<file path="src/rtl/id_ex_stage_if.sv">
// ID/EX boundary bundle: decoded ID-side inputs, pipeline control, and the
// registered EX-side outputs that feed forwarding and the EX operand muxes.
interface id_ex_stage_if #(parameter int XLEN = 32);
  logic            d_valid;
  logic [XLEN-1:0] d_pc;
  logic [XLEN-1:0] d_rs1data;
  logic [XLEN-1:0] d_rs2data;
  logic [XLEN-1:0] d_imm;
  logic [4:0]      d_rs1;
  logic [4:0]      d_rs2;
  logic [4:0]      d_rd;
  logic            d_rs1_used;
  logic            d_rs2_used;
  logic            d_regwrite;
  logic            d_memread;
  logic            d_memwrite;
  logic            d_alusrc;
  logic            d_branch;
  logic            d_jump;
  logic [3:0]      d_aluop;
  logic            ex_flush;
  logic            mem_busy;

  logic            stall;
  logic            e_valid;
  logic [XLEN-1:0] e_pc;
  logic [XLEN-1:0] e_rs1data;
  logic [XLEN-1:0] e_rs2data;
  logic [XLEN-1:0] e_imm;
  logic [4:0]      e_rs1;
  logic [4:0]      e_rs2;
  logic [4:0]      e_rd;
  logic            e_regwrite;
  logic            e_memread;
  logic            e_memwrite;
  logic            e_alusrc;
  logic            e_branch;
  logic            e_jump;
  logic [3:0]      e_aluop;
  logic [15:0]     stall_cnt;

  modport master (
    output d_valid, d_pc, d_rs1data, d_rs2data, d_imm, d_rs1, d_rs2, d_rd,
           d_rs1_used, d_rs2_used, d_regwrite, d_memread, d_memwrite,
           d_alusrc, d_branch, d_jump, d_aluop, ex_flush, mem_busy,
    input  stall, e_valid, e_pc, e_rs1data, e_rs2data, e_imm, e_rs1, e_rs2,
           e_rd, e_regwrite, e_memread, e_memwrite, e_alusrc, e_branch,
           e_jump, e_aluop, stall_cnt
  );

  modport slave (
    input  d_valid, d_pc, d_rs1data, d_rs2data, d_imm, d_rs1, d_rs2, d_rd,
           d_rs1_used, d_rs2_used, d_regwrite, d_memread, d_memwrite,
           d_alusrc, d_branch, d_jump, d_aluop, ex_flush, mem_busy,
    output stall, e_valid, e_pc, e_rs1data, e_rs2data, e_imm, e_rs1, e_rs2,
           e_rd, e_regwrite, e_memread, e_memwrite, e_alusrc, e_branch,
           e_jump, e_aluop, stall_cnt
  );
endinterface

</file>
<file path="src/rtl/id_ex_stage.sv">
// ID/EX pipeline register with load-use hazard detection, branch squash,
// deferred flush across memory freezes, and a saturating bubble counter.
module id_ex_stage #(
  parameter int XLEN = 32
) (
  input logic          clk,
  input logic          reset,
  id_ex_stage_if.slave bus
);

  typedef struct packed {
    logic            valid;
    logic [XLEN-1:0] pc;
    logic [XLEN-1:0] rs1data;
    logic [XLEN-1:0] rs2data;
    logic [XLEN-1:0] imm;
    logic [4:0]      rs1;
    logic [4:0]      rs2;
    logic [4:0]      rd;
    logic            regwrite;
    logic            memread;
    logic            memwrite;
    logic            alusrc;
    logic            branch;
    logic            jump;
    logic [3:0]      aluop;
  } ex_regs_t;

  ex_regs_t    ex_q;
  ex_regs_t    id_next;
  logic        flush_pend;
  logic [15:0] stall_cnt_q;
  logic        hz;
  logic        rs1_match;
  logic        rs2_match;

  always_comb begin
    id_next          = '0;
    id_next.valid    = bus.d_valid;
    id_next.pc       = bus.d_pc;
    id_next.rs1data  = bus.d_rs1data;
    id_next.rs2data  = bus.d_rs2data;
    id_next.imm      = bus.d_imm;
    id_next.rs1      = bus.d_rs1;
    id_next.rs2      = bus.d_rs2;
    id_next.rd       = bus.d_rd;
    id_next.regwrite = bus.d_regwrite;
    id_next.memread  = bus.d_memread;
    id_next.memwrite = bus.d_memwrite;
    id_next.alusrc   = bus.d_alusrc;
    id_next.branch   = bus.d_branch;
    id_next.jump     = bus.d_jump;
    id_next.aluop    = bus.d_aluop;
  end

  // A load in EX whose result is read by the ID instruction; x0 is never a producer.
  always_comb begin
    rs1_match = bus.d_rs1_used && (bus.d_rs1 == ex_q.rd);
    rs2_match = bus.d_rs2_used && (bus.d_rs2 == ex_q.rd);
    hz = ex_q.valid && ex_q.memread && (ex_q.rd != 5'd0) && bus.d_valid &&
         (rs1_match || rs2_match);
  end

  assign bus.stall = hz && !bus.ex_flush && !flush_pend;

  // Freeze beats flush beats hazard; a flush seen while frozen is replayed later.
  always_ff @(posedge clk or posedge reset) begin
    if (reset) begin
      ex_q        <= '0;
      flush_pend  <= 1'b0;
      stall_cnt_q <= 16'd0;
    end else if (bus.mem_busy) begin
      if (bus.ex_flush) begin
        flush_pend <= 1'b1;
      end
    end else if (bus.ex_flush || flush_pend) begin
      ex_q       <= '0;
      flush_pend <= 1'b0;
    end else if (hz) begin
      ex_q <= '0;
      if (stall_cnt_q != 16'hFFFF) begin
        stall_cnt_q <= stall_cnt_q + 16'd1;
      end
    end else begin
      ex_q <= id_next;
    end
  end

  assign bus.e_valid    = ex_q.valid;
  assign bus.e_pc       = ex_q.pc;
  assign bus.e_rs1data  = ex_q.rs1data;
  assign bus.e_rs2data  = ex_q.rs2data;
  assign bus.e_imm      = ex_q.imm;
  assign bus.e_rs1      = ex_q.rs1;
  assign bus.e_rs2      = ex_q.rs2;
  assign bus.e_rd       = ex_q.rd;
  assign bus.e_regwrite = ex_q.regwrite;
  assign bus.e_memread  = ex_q.memread;
  assign bus.e_memwrite = ex_q.memwrite;
  assign bus.e_alusrc   = ex_q.alusrc;
  assign bus.e_branch   = ex_q.branch;
  assign bus.e_jump     = ex_q.jump;
  assign bus.e_aluop    = ex_q.aluop;
  assign bus.stall_cnt  = stall_cnt_q;

endmodule

</file>
<file path="src/flat_wrapper.sv">
// flat-port wrapper written by rule: the top's interface ports become plain ports
module id_ex_stage_flat 
#(
  parameter int XLEN = 32
)
  (clk, reset, bus_d_valid, bus_d_pc, bus_d_rs1data, bus_d_rs2data, bus_d_imm, bus_d_rs1, bus_d_rs2, bus_d_rd, bus_d_rs1_used, bus_d_rs2_used, bus_d_regwrite, bus_d_memread, bus_d_memwrite, bus_d_alusrc, bus_d_branch, bus_d_jump, bus_d_aluop, bus_ex_flush, bus_mem_busy, bus_stall, bus_e_valid, bus_e_pc, bus_e_rs1data, bus_e_rs2data, bus_e_imm, bus_e_rs1, bus_e_rs2, bus_e_rd, bus_e_regwrite, bus_e_memread, bus_e_memwrite, bus_e_alusrc, bus_e_branch, bus_e_jump, bus_e_aluop, bus_stall_cnt);
  id_ex_stage_if #(.XLEN(XLEN)) bus_i ();
  input logic clk;
  input logic reset;
  input wire logic [$bits(bus_i.d_valid)-1:0] bus_d_valid;
  input wire logic [$bits(bus_i.d_pc)-1:0] bus_d_pc;
  input wire logic [$bits(bus_i.d_rs1data)-1:0] bus_d_rs1data;
  input wire logic [$bits(bus_i.d_rs2data)-1:0] bus_d_rs2data;
  input wire logic [$bits(bus_i.d_imm)-1:0] bus_d_imm;
  input wire logic [$bits(bus_i.d_rs1)-1:0] bus_d_rs1;
  input wire logic [$bits(bus_i.d_rs2)-1:0] bus_d_rs2;
  input wire logic [$bits(bus_i.d_rd)-1:0] bus_d_rd;
  input wire logic [$bits(bus_i.d_rs1_used)-1:0] bus_d_rs1_used;
  input wire logic [$bits(bus_i.d_rs2_used)-1:0] bus_d_rs2_used;
  input wire logic [$bits(bus_i.d_regwrite)-1:0] bus_d_regwrite;
  input wire logic [$bits(bus_i.d_memread)-1:0] bus_d_memread;
  input wire logic [$bits(bus_i.d_memwrite)-1:0] bus_d_memwrite;
  input wire logic [$bits(bus_i.d_alusrc)-1:0] bus_d_alusrc;
  input wire logic [$bits(bus_i.d_branch)-1:0] bus_d_branch;
  input wire logic [$bits(bus_i.d_jump)-1:0] bus_d_jump;
  input wire logic [$bits(bus_i.d_aluop)-1:0] bus_d_aluop;
  input wire logic [$bits(bus_i.ex_flush)-1:0] bus_ex_flush;
  input wire logic [$bits(bus_i.mem_busy)-1:0] bus_mem_busy;
  output wire logic [$bits(bus_i.stall)-1:0] bus_stall;
  output wire logic [$bits(bus_i.e_valid)-1:0] bus_e_valid;
  output wire logic [$bits(bus_i.e_pc)-1:0] bus_e_pc;
  output wire logic [$bits(bus_i.e_rs1data)-1:0] bus_e_rs1data;
  output wire logic [$bits(bus_i.e_rs2data)-1:0] bus_e_rs2data;
  output wire logic [$bits(bus_i.e_imm)-1:0] bus_e_imm;
  output wire logic [$bits(bus_i.e_rs1)-1:0] bus_e_rs1;
  output wire logic [$bits(bus_i.e_rs2)-1:0] bus_e_rs2;
  output wire logic [$bits(bus_i.e_rd)-1:0] bus_e_rd;
  output wire logic [$bits(bus_i.e_regwrite)-1:0] bus_e_regwrite;
  output wire logic [$bits(bus_i.e_memread)-1:0] bus_e_memread;
  output wire logic [$bits(bus_i.e_memwrite)-1:0] bus_e_memwrite;
  output wire logic [$bits(bus_i.e_alusrc)-1:0] bus_e_alusrc;
  output wire logic [$bits(bus_i.e_branch)-1:0] bus_e_branch;
  output wire logic [$bits(bus_i.e_jump)-1:0] bus_e_jump;
  output wire logic [$bits(bus_i.e_aluop)-1:0] bus_e_aluop;
  output wire logic [$bits(bus_i.stall_cnt)-1:0] bus_stall_cnt;
  assign bus_i.d_valid = bus_d_valid;
  assign bus_i.d_pc = bus_d_pc;
  assign bus_i.d_rs1data = bus_d_rs1data;
  assign bus_i.d_rs2data = bus_d_rs2data;
  assign bus_i.d_imm = bus_d_imm;
  assign bus_i.d_rs1 = bus_d_rs1;
  assign bus_i.d_rs2 = bus_d_rs2;
  assign bus_i.d_rd = bus_d_rd;
  assign bus_i.d_rs1_used = bus_d_rs1_used;
  assign bus_i.d_rs2_used = bus_d_rs2_used;
  assign bus_i.d_regwrite = bus_d_regwrite;
  assign bus_i.d_memread = bus_d_memread;
  assign bus_i.d_memwrite = bus_d_memwrite;
  assign bus_i.d_alusrc = bus_d_alusrc;
  assign bus_i.d_branch = bus_d_branch;
  assign bus_i.d_jump = bus_d_jump;
  assign bus_i.d_aluop = bus_d_aluop;
  assign bus_i.ex_flush = bus_ex_flush;
  assign bus_i.mem_busy = bus_mem_busy;
  assign bus_stall = bus_i.stall;
  assign bus_e_valid = bus_i.e_valid;
  assign bus_e_pc = bus_i.e_pc;
  assign bus_e_rs1data = bus_i.e_rs1data;
  assign bus_e_rs2data = bus_i.e_rs2data;
  assign bus_e_imm = bus_i.e_imm;
  assign bus_e_rs1 = bus_i.e_rs1;
  assign bus_e_rs2 = bus_i.e_rs2;
  assign bus_e_rd = bus_i.e_rd;
  assign bus_e_regwrite = bus_i.e_regwrite;
  assign bus_e_memread = bus_i.e_memread;
  assign bus_e_memwrite = bus_i.e_memwrite;
  assign bus_e_alusrc = bus_i.e_alusrc;
  assign bus_e_branch = bus_i.e_branch;
  assign bus_e_jump = bus_i.e_jump;
  assign bus_e_aluop = bus_i.e_aluop;
  assign bus_stall_cnt = bus_i.stall_cnt;
  id_ex_stage #(.XLEN(XLEN)) u_core (.clk(clk), .reset(reset), .bus(bus_i));
endmodule
</file>
<file path="config.mk">
export PLATFORM = sky130hd
export DESIGN_NAME = id_ex_stage_flat
export DESIGN_NICKNAME = d
export VERILOG_FILES = /design/src/rtl/id_ex_stage_if.sv /design/src/rtl/id_ex_stage.sv /design/src/flat_wrapper.sv
export SDC_FILE = /design/constraint.sdc
export NUM_CORES = 1
export LEC_CHECK = 0
export CAP_MARGIN = 40
export CELL_PAD_IN_SITES_DETAIL_PLACEMENT = 0
export CELL_PAD_IN_SITES_GLOBAL_PLACEMENT = 1
export CORE_UTILIZATION = 30
export CTS_CLUSTER_SIZE = 24
export DETAILED_ROUTE_END_ITERATION = 10
export PLACE_DENSITY_LB_ADDON = 0.1
export REMOVE_ABC_BUFFERS = 1
export SLEW_MARGIN = 25
export SYNTH_ARGS = -nofsm -noshare
export SYNTH_HDL_FRONTEND = slang
export SYNTH_SLANG_ARGS = --single-unit
</file>
<file path="constraint.sdc">
create_clock -name clk -period 8.7 [get_ports clk]
set_input_delay 2.175 -clock clk [delete_from_list [all_inputs] [get_ports clk]]
set_output_delay 2.175 -clock clk [all_outputs]
set_load 0.05 [all_outputs]
</file>
---- Yosys cells after proc, flatten, opt, wreduce, memory -nomap -nowiden ----
Index checks and enable logic that the tools add are counted.
word-level totals
  flip-flop bits (word level) ............. 171
  input port bits ......................... 160
operators by class
  $add $sub $neg .......................... 1
  eq/ne operators ......................... 4
  mux-type cells .......................... 5
  bitwise logic cells ..................... 2
  reductions and logical operators ........ 16
operator list
  operator               count
  $mux 154               2
  $add 16x1->16 const B  1
  $ne 16x16->1 const B   1
  $eq 5x5->1             2
  $logic_and 1x1->1      8
  $reduce_bool 5->1      1
  $reduce_and 4->1       1
  $mux 1                 3
  $logic_not 1->1        2
  $logic_or 1x1->1       2
  $ne 2x2->1 const B     1
  $not 1->1              2
  $reduce_and 2->1       1
  $reduce_bool 2->1      1

---- Longest topological paths before layout ----
  depth in word-level cells ............... 6
  mapped depth ............................ 7
  mapped depth without buffers ............ 6

---- Worst setup path after synthesis ----
No wires, ideal clock.
  kind .................................... input to output
  from .................................... in bus_d_rs1[1]
  to ...................................... out bus_stall
  data arrival time ....................... 4.099 ns
  data required time ...................... 6.525 ns
  path slack .............................. 2.426 ns
  stages .................................. 6
  path through ............................ xnor2_1 nand4_1 o22ai_2 buf_2 nand2_1 nor3_1
on the way
  word-level cells in the longest chain between the ends .. 6
RTL lines
  element                         line                text
  from (decl)                     flat_wrapper.sv:15  input wire logic [$bits(bus_i.d_rs1)-1:0] bus_d_rs1;
  $eq 5x5->1                      id_ex_stage.sv:58   rs1_match = bus.d_rs1_used && (bus.d_rs1 == ex_q.rd);
  $logic_and 1x1->1               id_ex_stage.sv:58
  $logic_or 1x1->1                id_ex_stage.sv:61   (rs1_match || rs2_match);
  $logic_and 1x1->1               id_ex_stage.sv:60   hz = ex_q.valid && ex_q.memread && (ex_q.rd != 5'd0) && bus.d_valid &&
  $logic_and 1x1->1 (2 in a row)  id_ex_stage.sv:64   assign bus.stall = hz && !bus.ex_flush && !flush_pend;
  to (decl)                       flat_wrapper.sv:29  output wire logic [$bits(bus_i.stall)-1:0] bus_stall;
Every way passes these cells.

---- Worst setup path in the final report ----
Same ends and word-level chain as after synthesis.

==> results.py <==
metrics = {
    "floorplanning": {
        "coreArea_um2": 20600,
        "die_h_um": 148,
        "rows": 52,
        "die-area_um2": 21900,
        "initial_core_util_pct": 31.0,
        "pin_count": 331,
        "die_w_um": 148,
    },
    "global_route": {
        "grt_pass1_wl_mm": 31.4,
        "track_usage_pct": 19.0,
        "grt_pass1_vias": 5565,
        "gr-total-overflow": 0,
        "grt_max_degree": 84,
        "antenna_found_initial": 1,
    },
    "sta": {
        "skew_ps": 13.8,
        "rsz0062_at_grt": "no",
        "period_minus_slack_ps": 6880,
        "hold_slack_ps": 503,
        "worstMarginPinSlew_ps": 829,
        "setup_tns_ps": 0,
        "finalCritPeriodShare_pct": 79.1,
        "max_freq_mhz": 145,
        "setup_violations": 0,
        "max_slew_margin_pct": 44.7,
        "finalMaxSlewViolations": 0,
        "final_hold_viol_count": 0,
    },
    "setup_path": {
        "worstSetupStartpointType": "primary input",
        "crit_arrival_ps": 4710,
        "required_ps": 6530,
        "path_class": "primary input to primary output",
        "crit_chain": "clkdlybuf4s50_1, xnor2_1, nand4_1, o22ai_2, nand2_1, nor3_1, clkdlybuf4s50_1",
        "path_common_cell": "clkdlybuf4s50_1",
        "critical-path-top-delay-family": "buffers and inverters",
        "critPathSlowestCell": "clkdlybuf4s50_1",
        "slowest_delay_ps": 860,
        "end_kind": "primary output",
        "path_buf_inv": 2,
        "cp_max_fo": 17,
    },
    "clocking": {
        "clockBufferDepth": 2,
        "cts.clk_slew.worst_paths_ps": 70,
        "clkLatencyLatePin_ps": 430,
        "h-tree-depth": 4,
        "cts_setup_buffers": 0,
        "cts.sinks": 171,
        "hold_buffers": 0,
        "tritoncts": "built",
        "cts_root_buf": "clkbuf_16",
        "cts_resized": 0,
        "cts-buffers-inserted": 17,
    },
    "routing": {
        "first_pass_iters": 4,
        "drtIter0Drc": 150,
        "vias_per_cell": 4.83,
        "post_drt_wl_per_cell_um": 19.4,
        "vias": 5079,
        "route.detailed.drc": 0,
        "wirelength_mm": 20.4,
        "ant_nets": 0,
    },
    "synthesis": {
        "synth.area.top_cells": "dfrtp_1 (67%), a22o_1 (21%), xnor2_1 (3.4%), buf_2 (1.3%), nand3_1 (1.1%)",
        "synth_top_family_by_area": "compound AO/OA/AOI/OAI gates",
        "synthCells": 445,
        "netlist.area_leader.share_pct": 67.1,
        "synth_edf_count": 0,
        "synthSimpleGateAreaFrac_pct": 4.59,
        "syn_area_um2": 6380,
        "ys_async_sr_fraction_pct": 100,
        "synth-main-ff-cell": "dfrtp_1",
        "synthTopCellsByCount": "dfrtp_1 (171), a22o_1 (154), xnor2_1 (25)",
        "synth_xor_area_share_pct": 3.43,
        "yosys.area.top_type": "dfrtp_1",
        "ys_seq_area_share_pct": 67.1,
        "ys_ff_latch": 171,
        "ys_warn_count": 0,
        "synth.avg_cell_area_um2": 14.3,
        "ys_types": 30,
        "yosysMostFrequentCell": "dfrtp_1",
        "synth-compound-area-share_pct": 22.0,
        "synthAdderAreaFrac_pct": 0.196,
        "synthMuxAreaShare_pct": 0.177,
    },
    "placed_design": {
        "dp_cells": 1017,
        "place_congestion": 0.832,
        "placed_area_um2": 9950,
        "port_buffers": 330,
        "dp_hpwl_mm": 14.3,
    },
    "power_and_ir_drop": {
        "leakagePower_nw": 4.59,
        "power_density_nw_per_um2": 206,
        "ir_drop_mv": 0.110,
        "power_mw": 2.19,
    },
    "hold_path": {
        "hold_class": "register to register",
    },
    "cells_and_area": {
        "area_delta_synth_final_pct": 67.0,
        "drive_above_1_share_pct": 5.89,
        "fin_nets": 929,
        "instances_no_fill": 1052,
        "final_area_um2": 10700,
    },
    "flow_run": {
        "drv_cap": 0,
    },
    "status": {
        "outcome": "complete, no violations",
    },
}
==> cells by family (layout without fill, tap and decap cells) <==
family,Yosys count,count (layout)
DFF,171,171
muxes,1,1
xor gates and xnor gates,25,25
adders and majority gates,1,1
buffers and inverters,35,371
and+or+nand+nor,52,52
AOI/OAI and AO/OA,160,160
other,0,1
==> final cells by class <==
cell class                 count  area [um^2]
clock inverter                13          198
antenna                        1         2.50
fill                        1830         9910
multi-input combinational    239         1940
tap                          270          338
sequential                   171         4280
timing repair buffer         338         3440
clock buffer                  19          443
inverter                       1         8.76
==> routing by layer <==
layer	GRT usage, %	vias to the layer above	share of wire [%]
met5	0	-	0
met4	7.32	0	2.4
met3	7.53	27	8.2
met2	32.0	198	50
met1	21.5	2506	39
li1	-	2348	-
==> sequential cells by signal, indices dropped and copies added (netlist names), 4 cells and up <==
register / cells
u_core.bus.e_aluop: 4
u_core.bus.e_pc: 32
u_core.bus.e_rs2: 5
u_core.bus.e_rs1data: 32
u_core.bus.e_rs2data: 32
u_core.bus.e_rs1: 5
u_core.bus.e_rd: 5
u_core.bus.e_imm: 32
u_core.bus.stall_cnt: 16
==> per-stage QoR <==
stage / utilization, % / worst slack, ps
3_3_place_gp: 48.1 / 1800
5_1_grt: 51.8 / 1590
4_1_cts: 51.5 / 1770
2_1_floorplan: - / 1890
6_report: 51.8 / 1820
3_5_place_dp: 48.4 / 1790
==> layout by cell type (no fill, tap or decap), drive strengths merged <==
cell / Yosys / final
a211o: 1 / 1
a21oi: 2 / 2
a22o: 154 / 154
and2: 1 / 1
and3: 3 / 3
and4: 1 / 1
buf: 17 / 9
bufinv: 0 / 4
clkbuf: 17 / 19
clkdlybuf4s50: 0 / 329
clkinv: 0 / 2
dfrtp: 171 / 171
diode: 0 / 1
ha: 1 / 1
inv: 1 / 8
mux2: 1 / 1
nand2: 7 / 7
nand3: 14 / 14
nand4: 8 / 8
nand4b: 1 / 1
nor2: 6 / 6
nor3: 4 / 4
nor3b: 1 / 1
nor4: 1 / 1
nor4b: 2 / 2
o211ai: 1 / 1
o21a: 1 / 1
o22ai: 1 / 1
or3: 1 / 1
or4: 2 / 2
xnor2: 25 / 25
==> worst paths after layout <==
path                                          start                  endpoint  slack (ps)  cells past startpoint
max reg2reg                      u_core.bus.e_rd[4]  u_core.bus.e_rs1data[20]        6290                      7
min in group asynchronous                     reset       u_core.bus.e_pc[11]        2140                      2
min reg2reg                u_core.bus.stall_cnt[15]  u_core.bus.stall_cnt[15]         500                      1
max                                    bus_d_rs1[1]                 bus_stall        1820                      7
min                        u_core.bus.stall_cnt[15]  u_core.bus.stall_cnt[15]         500                      1
max in group asynchronous                     reset  u_core.bus.e_rs2data[26]        5580                      4
==> power by group <==
part | leakage (nW) | internal (mW) | total (mW) | switching [mW]
sequential | 2.29 | 0.846 | 0.880 | 0.0337
combinational | 1.99 | 0.196 | 0.478 | 0.282
clock | 0.316 | 0.497 | 0.832 | 0.335
total | 4.59 | 1.54 | 2.19 | 0.651
Note: power is estimated with default switching activity, not from simulation.
